[config.mk]
export PLATFORM = sky130hd
export DESIGN_NAME = branch_hazard_ctrl_flat
export DESIGN_NICKNAME = d
export VERILOG_FILES = /design/src/rtl/branch_hazard_ctrl_pkg.sv /design/src/rtl/branch_hazard_ctrl_if.sv /design/src/rtl/sat_counter.sv /design/src/rtl/branch_hazard_ctrl.sv /design/src/flat_wrapper.sv
export SDC_FILE = /design/constraint.sdc
export NUM_CORES = 1
export LEC_CHECK = 0
export BUFFER_PORTS_ARGS = -buffer_cell sky130_fd_sc_hd__buf_2
export CORE_MARGIN = 8
export CORE_UTILIZATION = 42
export CTS_CLUSTER_DIAMETER = 200
export DETAILED_ROUTE_END_ITERATION = 12
export PLACE_DENSITY_LB_ADDON = 0.25
export RECOVER_POWER = 100
export SYNTH_ARGS = -nofsm -noshare
export SYNTH_HDL_FRONTEND = slang
export SYNTH_SLANG_ARGS = --single-unit
[constraint.sdc]
create_clock -name clk -period 2.8 [get_ports clk]
set_input_delay 0 -clock clk [delete_from_list [all_inputs] [get_ports clk]]
set_output_delay 0 -clock clk [all_outputs]
set_load 0.02 [all_outputs]
[src/rtl/branch_hazard_ctrl_pkg.sv]
// Shared types and defaults for the ID-stage branch hazard controller.
// Also holds the forward-select priority picker used by the controller.
package branch_hazard_ctrl_pkg;

    localparam int XLEN = 32;
    typedef logic [XLEN-1:0] data_t;

    typedef enum logic [1:0] {
        RS_ID_SEL  = 2'd0,
        EX_ID_SEL  = 2'd1,
        MEM_ID_SEL = 2'd2,
        WB_ID_SEL  = 2'd3
    } id_fwd_sel_t;

    typedef enum logic {
        RUN   = 1'b0,
        STALL = 1'b1
    } bhc_state_t;

    localparam int EX_LD_STL_DEF  = 2;
    localparam int MEM_LD_STL_DEF = 1;

    // Youngest writer wins; x0 is never forwarded.
    function automatic id_fwd_sel_t fwd_pick(
        input logic [4:0] rs,
        input logic [4:0] ex_rd,
        input logic       ex_we,
        input logic [4:0] mem_rd,
        input logic       mem_we,
        input logic [4:0] wb_rd,
        input logic       wb_we
    );
        id_fwd_sel_t sel;
        sel = RS_ID_SEL;
        if (rs != 5'd0) begin
            if (ex_we && (ex_rd == rs))        sel = EX_ID_SEL;
            else if (mem_we && (mem_rd == rs)) sel = MEM_ID_SEL;
            else if (wb_we && (wb_rd == rs))   sel = WB_ID_SEL;
        end
        return sel;
    endfunction

endpackage

[src/rtl/branch_hazard_ctrl_if.sv]
// Decode/pipeline/target-unit signals seen by the branch hazard controller.
// master = pipeline side driving the controller, slave = the controller.
interface branch_hazard_ctrl_if;
    import branch_hazard_ctrl_pkg::*;

    logic        pipe_stall;
    logic        id_valid;
    logic        id_bj;
    logic        id_use_rs1;
    logic        id_use_rs2;
    logic [4:0]  id_rs1;
    logic [4:0]  id_rs2;
    logic [4:0]  ex_rd;
    logic [4:0]  mem_rd;
    logic [4:0]  wb_rd;
    logic        ex_we;
    logic        mem_we;
    logic        wb_we;
    logic        ex_ld;
    logic        mem_ld;
    logic        pc_sel;
    data_t       pc_nxt;
    id_fwd_sel_t fwd_rs1;
    id_fwd_sel_t fwd_rs2;
    logic        id_stall;
    logic        if_flush;
    logic        redir_vld;
    data_t       redir_pc;

    modport master (
        output pipe_stall, id_valid, id_bj, id_use_rs1, id_use_rs2, id_rs1, id_rs2,
               ex_rd, mem_rd, wb_rd, ex_we, mem_we, wb_we, ex_ld, mem_ld, pc_sel, pc_nxt,
        input  fwd_rs1, fwd_rs2, id_stall, if_flush, redir_vld, redir_pc
    );

    modport slave (
        input  pipe_stall, id_valid, id_bj, id_use_rs1, id_use_rs2, id_rs1, id_rs2,
               ex_rd, mem_rd, wb_rd, ex_we, mem_we, wb_we, ex_ld, mem_ld, pc_sel, pc_nxt,
        output fwd_rs1, fwd_rs2, id_stall, if_flush, redir_vld, redir_pc
    );

endinterface

[src/rtl/sat_counter.sv]
// Up-counter that sticks at all-ones instead of wrapping.
module sat_counter #(
    parameter int CNT_W = 32
) (
    input  logic             clk,
    input  logic             rst_n,
    input  logic             en,
    output logic [CNT_W-1:0] q
);

    always_ff @(posedge clk or negedge rst_n) begin
        if (!rst_n) begin
            q <= '0;
        end else if (en && (q != '1)) begin
            q <= q + CNT_W'(1);
        end
    end

endmodule

[src/rtl/branch_hazard_ctrl.sv]
// ID-stage branch/jump sequencing: operand forward selects, load-use stalls,
// one-cycle redirect + IF flush on taken branches, and branch perf counters.
module branch_hazard_ctrl
    import branch_hazard_ctrl_pkg::*;
#(
    parameter int CNT_W      = 32,
    parameter int EX_LD_STL  = EX_LD_STL_DEF,
    parameter int MEM_LD_STL = MEM_LD_STL_DEF
) (
    input  logic                 clk,
    input  logic                 rst_n,
    branch_hazard_ctrl_if.slave  bus,
    output logic [CNT_W-1:0]     cnt_bj,
    output logic [CNT_W-1:0]     cnt_taken,
    output logic [CNT_W-1:0]     cnt_stall
);

    localparam int STL_MAX = (EX_LD_STL > MEM_LD_STL) ? EX_LD_STL : MEM_LD_STL;
    localparam int STL_W   = (STL_MAX < 2) ? 1 : $clog2(STL_MAX + 1);
    localparam logic [STL_W-1:0] EX_NEED  = STL_W'(EX_LD_STL);
    localparam logic [STL_W-1:0] MEM_NEED = STL_W'(MEM_LD_STL);

    id_fwd_sel_t      fwd1;
    id_fwd_sel_t      fwd2;
    logic [STL_W-1:0] need1;
    logic [STL_W-1:0] need2;
    logic [STL_W-1:0] need;
    logic             hazard;

    bhc_state_t       state;
    bhc_state_t       state_nxt;
    logic [STL_W-1:0] stl_cnt;
    logic [STL_W-1:0] stl_cnt_nxt;
    logic             stall_fsm;
    logic             resolve;

    logic             stall_out;
    logic             taken_go;
    logic             bj_en;
    logic             taken_en;
    logic             stall_en;

    always_comb begin
        fwd1  = fwd_pick(bus.id_rs1, bus.ex_rd, bus.ex_we, bus.mem_rd, bus.mem_we,
                         bus.wb_rd, bus.wb_we);
        fwd2  = fwd_pick(bus.id_rs2, bus.ex_rd, bus.ex_we, bus.mem_rd, bus.mem_we,
                         bus.wb_rd, bus.wb_we);
        need1 = '0;
        need2 = '0;
        // A load only hurts if it is the youngest producer of the operand.
        if (bus.id_valid && bus.id_bj && bus.id_use_rs1) begin
            if ((fwd1 == EX_ID_SEL) && bus.ex_ld)        need1 = EX_NEED;
            else if ((fwd1 == MEM_ID_SEL) && bus.mem_ld) need1 = MEM_NEED;
        end
        if (bus.id_valid && bus.id_bj && bus.id_use_rs2) begin
            if ((fwd2 == EX_ID_SEL) && bus.ex_ld)        need2 = EX_NEED;
            else if ((fwd2 == MEM_ID_SEL) && bus.mem_ld) need2 = MEM_NEED;
        end
        need   = (need1 > need2) ? need1 : need2;
        hazard = (need != '0);
    end

    always_ff @(posedge clk or negedge rst_n) begin
        if (!rst_n) begin
            state   <= RUN;
            stl_cnt <= '0;
        end else if (!bus.pipe_stall) begin
            state   <= state_nxt;
            stl_cnt <= stl_cnt_nxt;
        end
    end

    always_comb begin
        state_nxt   = state;
        stl_cnt_nxt = stl_cnt;
        stall_fsm   = 1'b0;
        resolve     = 1'b0;
        case (state)
            RUN: begin
                if (hazard) begin
                    stall_fsm   = 1'b1;
                    stl_cnt_nxt = need - STL_W'(1);
                    if (need != STL_W'(1)) state_nxt = STALL;
                end else if (bus.id_valid && bus.id_bj) begin
                    resolve = 1'b1;
                end
            end
            STALL: begin
                stall_fsm = 1'b1;
                // Hazard is re-evaluated in RUN once the count drains.
                if (stl_cnt <= STL_W'(1)) begin
                    stl_cnt_nxt = '0;
                    state_nxt   = RUN;
                end else begin
                    stl_cnt_nxt = stl_cnt - STL_W'(1);
                end
            end
            default: begin
                state_nxt   = RUN;
                stl_cnt_nxt = '0;
            end
        endcase
    end

    // Combinational outputs are gated so reset forces them idle immediately.
    assign stall_out     = rst_n & stall_fsm;
    assign taken_go      = rst_n & resolve & bus.pc_sel & ~bus.pipe_stall;
    assign bus.fwd_rs1   = rst_n ? fwd1 : RS_ID_SEL;
    assign bus.fwd_rs2   = rst_n ? fwd2 : RS_ID_SEL;
    assign bus.id_stall  = stall_out;
    assign bus.if_flush  = taken_go;
    assign bus.redir_vld = taken_go;
    assign bus.redir_pc  = taken_go ? bus.pc_nxt : '0;

    assign bj_en    = resolve & ~bus.pipe_stall;
    assign taken_en = bj_en & bus.pc_sel;
    assign stall_en = stall_out & ~bus.pipe_stall;

    sat_counter #(.CNT_W(CNT_W)) u_cnt_bj (
        .clk   (clk),
        .rst_n (rst_n),
        .en    (bj_en),
        .q     (cnt_bj)
    );

    sat_counter #(.CNT_W(CNT_W)) u_cnt_taken (
        .clk   (clk),
        .rst_n (rst_n),
        .en    (taken_en),
        .q     (cnt_taken)
    );

    sat_counter #(.CNT_W(CNT_W)) u_cnt_stall (
        .clk   (clk),
        .rst_n (rst_n),
        .en    (stall_en),
        .q     (cnt_stall)
    );

endmodule
[src/flat_wrapper.sv]
// flat-port wrapper written by rule: the top's interface ports become plain ports
module branch_hazard_ctrl_flat import branch_hazard_ctrl_pkg::*;
#(
    parameter int CNT_W      = 32,
    parameter int EX_LD_STL  = EX_LD_STL_DEF,
    parameter int MEM_LD_STL = MEM_LD_STL_DEF
)
  (clk, rst_n, cnt_bj, cnt_taken, cnt_stall, bus_pipe_stall, bus_id_valid, bus_id_bj, bus_id_use_rs1, bus_id_use_rs2, bus_id_rs1, bus_id_rs2, bus_ex_rd, bus_mem_rd, bus_wb_rd, bus_ex_we, bus_mem_we, bus_wb_we, bus_ex_ld, bus_mem_ld, bus_pc_sel, bus_pc_nxt, bus_fwd_rs1, bus_fwd_rs2, bus_id_stall, bus_if_flush, bus_redir_vld, bus_redir_pc);
  branch_hazard_ctrl_if bus_i ();
  input  logic clk;
  input  logic rst_n;
  output logic [CNT_W-1:0] cnt_bj;
  output logic [CNT_W-1:0] cnt_taken;
  output logic [CNT_W-1:0] cnt_stall;
  input wire logic [$bits(bus_i.pipe_stall)-1:0] bus_pipe_stall;
  input wire logic [$bits(bus_i.id_valid)-1:0] bus_id_valid;
  input wire logic [$bits(bus_i.id_bj)-1:0] bus_id_bj;
  input wire logic [$bits(bus_i.id_use_rs1)-1:0] bus_id_use_rs1;
  input wire logic [$bits(bus_i.id_use_rs2)-1:0] bus_id_use_rs2;
  input wire logic [$bits(bus_i.id_rs1)-1:0] bus_id_rs1;
  input wire logic [$bits(bus_i.id_rs2)-1:0] bus_id_rs2;
  input wire logic [$bits(bus_i.ex_rd)-1:0] bus_ex_rd;
  input wire logic [$bits(bus_i.mem_rd)-1:0] bus_mem_rd;
  input wire logic [$bits(bus_i.wb_rd)-1:0] bus_wb_rd;
  input wire logic [$bits(bus_i.ex_we)-1:0] bus_ex_we;
  input wire logic [$bits(bus_i.mem_we)-1:0] bus_mem_we;
  input wire logic [$bits(bus_i.wb_we)-1:0] bus_wb_we;
  input wire logic [$bits(bus_i.ex_ld)-1:0] bus_ex_ld;
  input wire logic [$bits(bus_i.mem_ld)-1:0] bus_mem_ld;
  input wire logic [$bits(bus_i.pc_sel)-1:0] bus_pc_sel;
  input wire logic [$bits(bus_i.pc_nxt)-1:0] bus_pc_nxt;
  output wire logic [$bits(bus_i.fwd_rs1)-1:0] bus_fwd_rs1;
  output wire logic [$bits(bus_i.fwd_rs2)-1:0] bus_fwd_rs2;
  output wire logic [$bits(bus_i.id_stall)-1:0] bus_id_stall;
  output wire logic [$bits(bus_i.if_flush)-1:0] bus_if_flush;
  output wire logic [$bits(bus_i.redir_vld)-1:0] bus_redir_vld;
  output wire logic [$bits(bus_i.redir_pc)-1:0] bus_redir_pc;
  assign bus_i.pipe_stall = bus_pipe_stall;
  assign bus_i.id_valid = bus_id_valid;
  assign bus_i.id_bj = bus_id_bj;
  assign bus_i.id_use_rs1 = bus_id_use_rs1;
  assign bus_i.id_use_rs2 = bus_id_use_rs2;
  assign bus_i.id_rs1 = bus_id_rs1;
  assign bus_i.id_rs2 = bus_id_rs2;
  assign bus_i.ex_rd = bus_ex_rd;
  assign bus_i.mem_rd = bus_mem_rd;
  assign bus_i.wb_rd = bus_wb_rd;
  assign bus_i.ex_we = bus_ex_we;
  assign bus_i.mem_we = bus_mem_we;
  assign bus_i.wb_we = bus_wb_we;
  assign bus_i.ex_ld = bus_ex_ld;
  assign bus_i.mem_ld = bus_mem_ld;
  assign bus_i.pc_sel = bus_pc_sel;
  assign bus_i.pc_nxt = bus_pc_nxt;
  assign bus_fwd_rs1 = bus_i.fwd_rs1;
  assign bus_fwd_rs2 = bus_i.fwd_rs2;
  assign bus_id_stall = bus_i.id_stall;
  assign bus_if_flush = bus_i.if_flush;
  assign bus_redir_vld = bus_i.redir_vld;
  assign bus_redir_pc = bus_i.redir_pc;
  branch_hazard_ctrl #(.CNT_W(CNT_W), .EX_LD_STL(EX_LD_STL), .MEM_LD_STL(MEM_LD_STL)) u_core (.clk(clk), .rst_n(rst_n), .bus(bus_i), .cnt_bj(cnt_bj), .cnt_taken(cnt_taken), .cnt_stall(cnt_stall));
endmodule
==> run summary <==
EDFF count, synth - 0
Starting Density - 42.5%
Status - finished, violations left
GP Congestion - 0.869
DR vias - 5300
Critical path class - primary input to flip-flop
Total GRT Usage - 19.6%
Initial antenna violation count - 0
Combinational Power Share - 18.3%
IO Count - 205
Post-Route WL - 17.9 mm
H-tree levels - 3
Max Root-Sink Buffers - 2
Worst slew pin tran - 1.90 ns
Clk slew on worst S/H paths - 0.06 ns
Layout Nets - 901
WP data arrival - 3.27 ns
Core area - 13100 um2
Num CTS Buffers - 9
Final count of hold timing violations - 0
CTS tree - done
Crit-path cells - buf_6, xor2_1, nor4_1, and3_1, inv_1, or3_4, ha_4, nor2_4, o22ai_2, buf_4, nor3_2, a21oi_1, ha_2, buf_6, buf_6, and4_4, nand3_4, a2111oi_4, nand4_1, xnor2_1
Critical Path Start Type - primary input
Insertion delay to the later sink of the worst-skew pair - 0.35 ns
Share of cells above drive strength 1 - 37.4%
Max stage delay on crit path - 0.35 ns
Pin count of the biggest net entering global routing - 65
Clock power share - 34.1%
Syn Area/Cell - 10.2 um2
Critical path startpoint - bus_ex_rd[2]
Vias in the first global route - 5414
Asr flop ratio synth - 100%
Syn_nets - 623
Die ar. - 17200 um2
Setup Viol. Count Final - 120
TritonCTS Sinks - 99
Total chip power - 3.44 mW
P_sw - 1.00 mW
CP Data Required Time - 3.03 ns
Failing checks - max-capacitance violations, max-slew violations, negative setup slack
Clock Skew - 0.00791 ns
Sequential Power Share - 47.6%
Post-synthesis sequential area ratio - 44.6%
Commonest non-fill, non-tap cells in the layout - clkbuf_1, dfrtp_1, xnor2_1
Antenna violation net count after detailed routing - 0
Grt ovf - 0
Worst-path fanout max - 4
Leakage Power - 3.85 nW
Iter 0 DRT Violations - 316
Clock Tree Root - clkbuf_16
Chip height - 131 um
DR WL/cell - 17.8 um
Maximum VDD drop - 497 uV
Hold path startpoint - bus_mem_we
Synth unique cells - 45
#FFs+latches synth - 99
FF-to-FF Start - u_core.u_cnt_bj.q[0]
Drt via density - 5.27
Slack of the critical path - -0.243 ns
Mapped Cells - 546
Most common cell after layout, fill and taps aside - clkbuf_1
DP HPWL - 12.4 mm
Area Overhead vs Synth - 54.5%
CP dominant cell by count - buf_6
Fmax - 329 MHz
Yosys warning total - 0
First-pass GRT wire length - 26.8 mm
PD cells - 400 nW/um2
Slowest CP cell - or3_4
Row count - 42
Maxcap violations - 2
Die W - 131 um
Ys flop type - dfrtp_1
Sw frac - 29.1%
Drt pass-1 iters - 4
P_int - 2.44 mW
Worst setup EP type - flip-flop
Slew Limit Fails - 101
Fin crit share - 109%
Clock period minus worst slack - 3.04 ns
IO buf count - 204
N_diodes - 0
Relative slew slack - -26.7%
Worst min path class - primary input to flip-flop
# DRC - 0
Hold Slack - 0.177 ns
Synth Cell Area - 5560 um2
Unrepaired setup endpoints after global routing - true
## cells in the mapped netlist (all sizes together), types with 5 or more instances
cell type	count	area share, %
and4	20	3.2
nand4	41	4.6
dfrtp	99	45
buf	5	0.54
nor4	16	2.7
o21ai	5	0.45
and3	27	3.0
and2	36	4.1
nor2	17	1.2
clkbuf	9	0.61
nor3	12	1.1
xnor2	79	12
inv	13	0.88
a21oi	7	0.63
xor2	42	6.6
ha	7	1.6
nand2	25	1.7
nand3	42	3.8
## through the flow
step                setup WS (ns)  area [um2]  utilization, %  instances  TNS [ns]
global placement           -0.554        7340            56.1        958    -52.71
floorplan                  -0.372        5830               -        546    -18.38
CTS                        -0.195        8340            63.7        998    -14.64
detailed placement         -0.648        7340            56.1        958    -63.32
finish                     -0.243        8590            65.6       1005    -17.81
global route               -0.490        8590            65.6       1005    -44.44
## power groups by stage
stage / clock network, mW / registers [mW] / logic, mW
after detailed placement: 0 / 1.65 / 0.562
after global placement: 0 / 1.64 / 0.550
final: 1.17 / 1.64 / 0.630
after floorplan: 0 / 1.72 / 0.217
after global routing: 1.26 / 1.64 / 0.678
after CTS: 1.20 / 1.62 / 0.610
## repair_timing
item,in CTS,in global routing
hold buffers,3,0
endpoints found under the setup margin,126,132
hold endpoints to repair,36,0
cloned,4,2
resized for setup,128,66
buffers inserted,17,7
pin swaps,69,56
## flip-flops by register name, summed over array words and instances (netlist names)
name                  count
u_core.u_cnt_bj.q        32
u_core.stl_cnt            2
u_core.u_cnt_stall.q     32
u_core.u_cnt_taken.q     32
u_core.state              1
## cell families after synthesis
group                    count (synthesis)  synth area share [%]
AO/OA/AOI/OAI                           30                  3.69
flip-flops                              99                  44.6
adder cells (fa/ha/maj)                  7                  1.58
XOR/XNOR                               121                  19.1
buffers and inverters                   27                  2.03
AND/OR/NAND/NOR                        259                  28.4
multiplexers                             3                 0.608
## critical path: cells and delay by family
kind / cells / cell delay, ns
fa+ha+maj: 2 / 0.50
compound gates: 3 / 0.56
xor+xnor: 2 / 0.32
simple gates: 8 / 1.43
buf+inv: 5 / 0.47
## final cells by class
class	count	area [um2]
multi-input combinational	421	3630
timing repair buffer	280	1930
sequential	99	2480
inverter	13	48.8
clock inverter	1	7.51
fill	1027	4500
tap	176	220
clock buffer	15	268
## final timing paths
kind                                             to  slack, ns  depth (start not counted)
min in group asynchronous  u_core.u_cnt_stall.q[11]       1.13                          3
min reg2reg                u_core.u_cnt_taken.q[10]       0.49                          1
max in group asynchronous              u_core.state       0.50                          3
max                           u_core.u_cnt_bj.q[22]      -0.24                         20
max reg2reg                    u_core.u_cnt_bj.q[9]       0.21                          6
min                               u_core.stl_cnt[0]       0.18                          5
## layer usage
layer,wire length (um),vias up,GRT usage (%)
met5,0,-,0
met4,194,0,7.36
met3,803,11,3.37
met2,9390,111,33.1
met1,7510,2661,24.7
li1,-,2517,-
No activity file was read; power rests on OpenSTA's default activity.
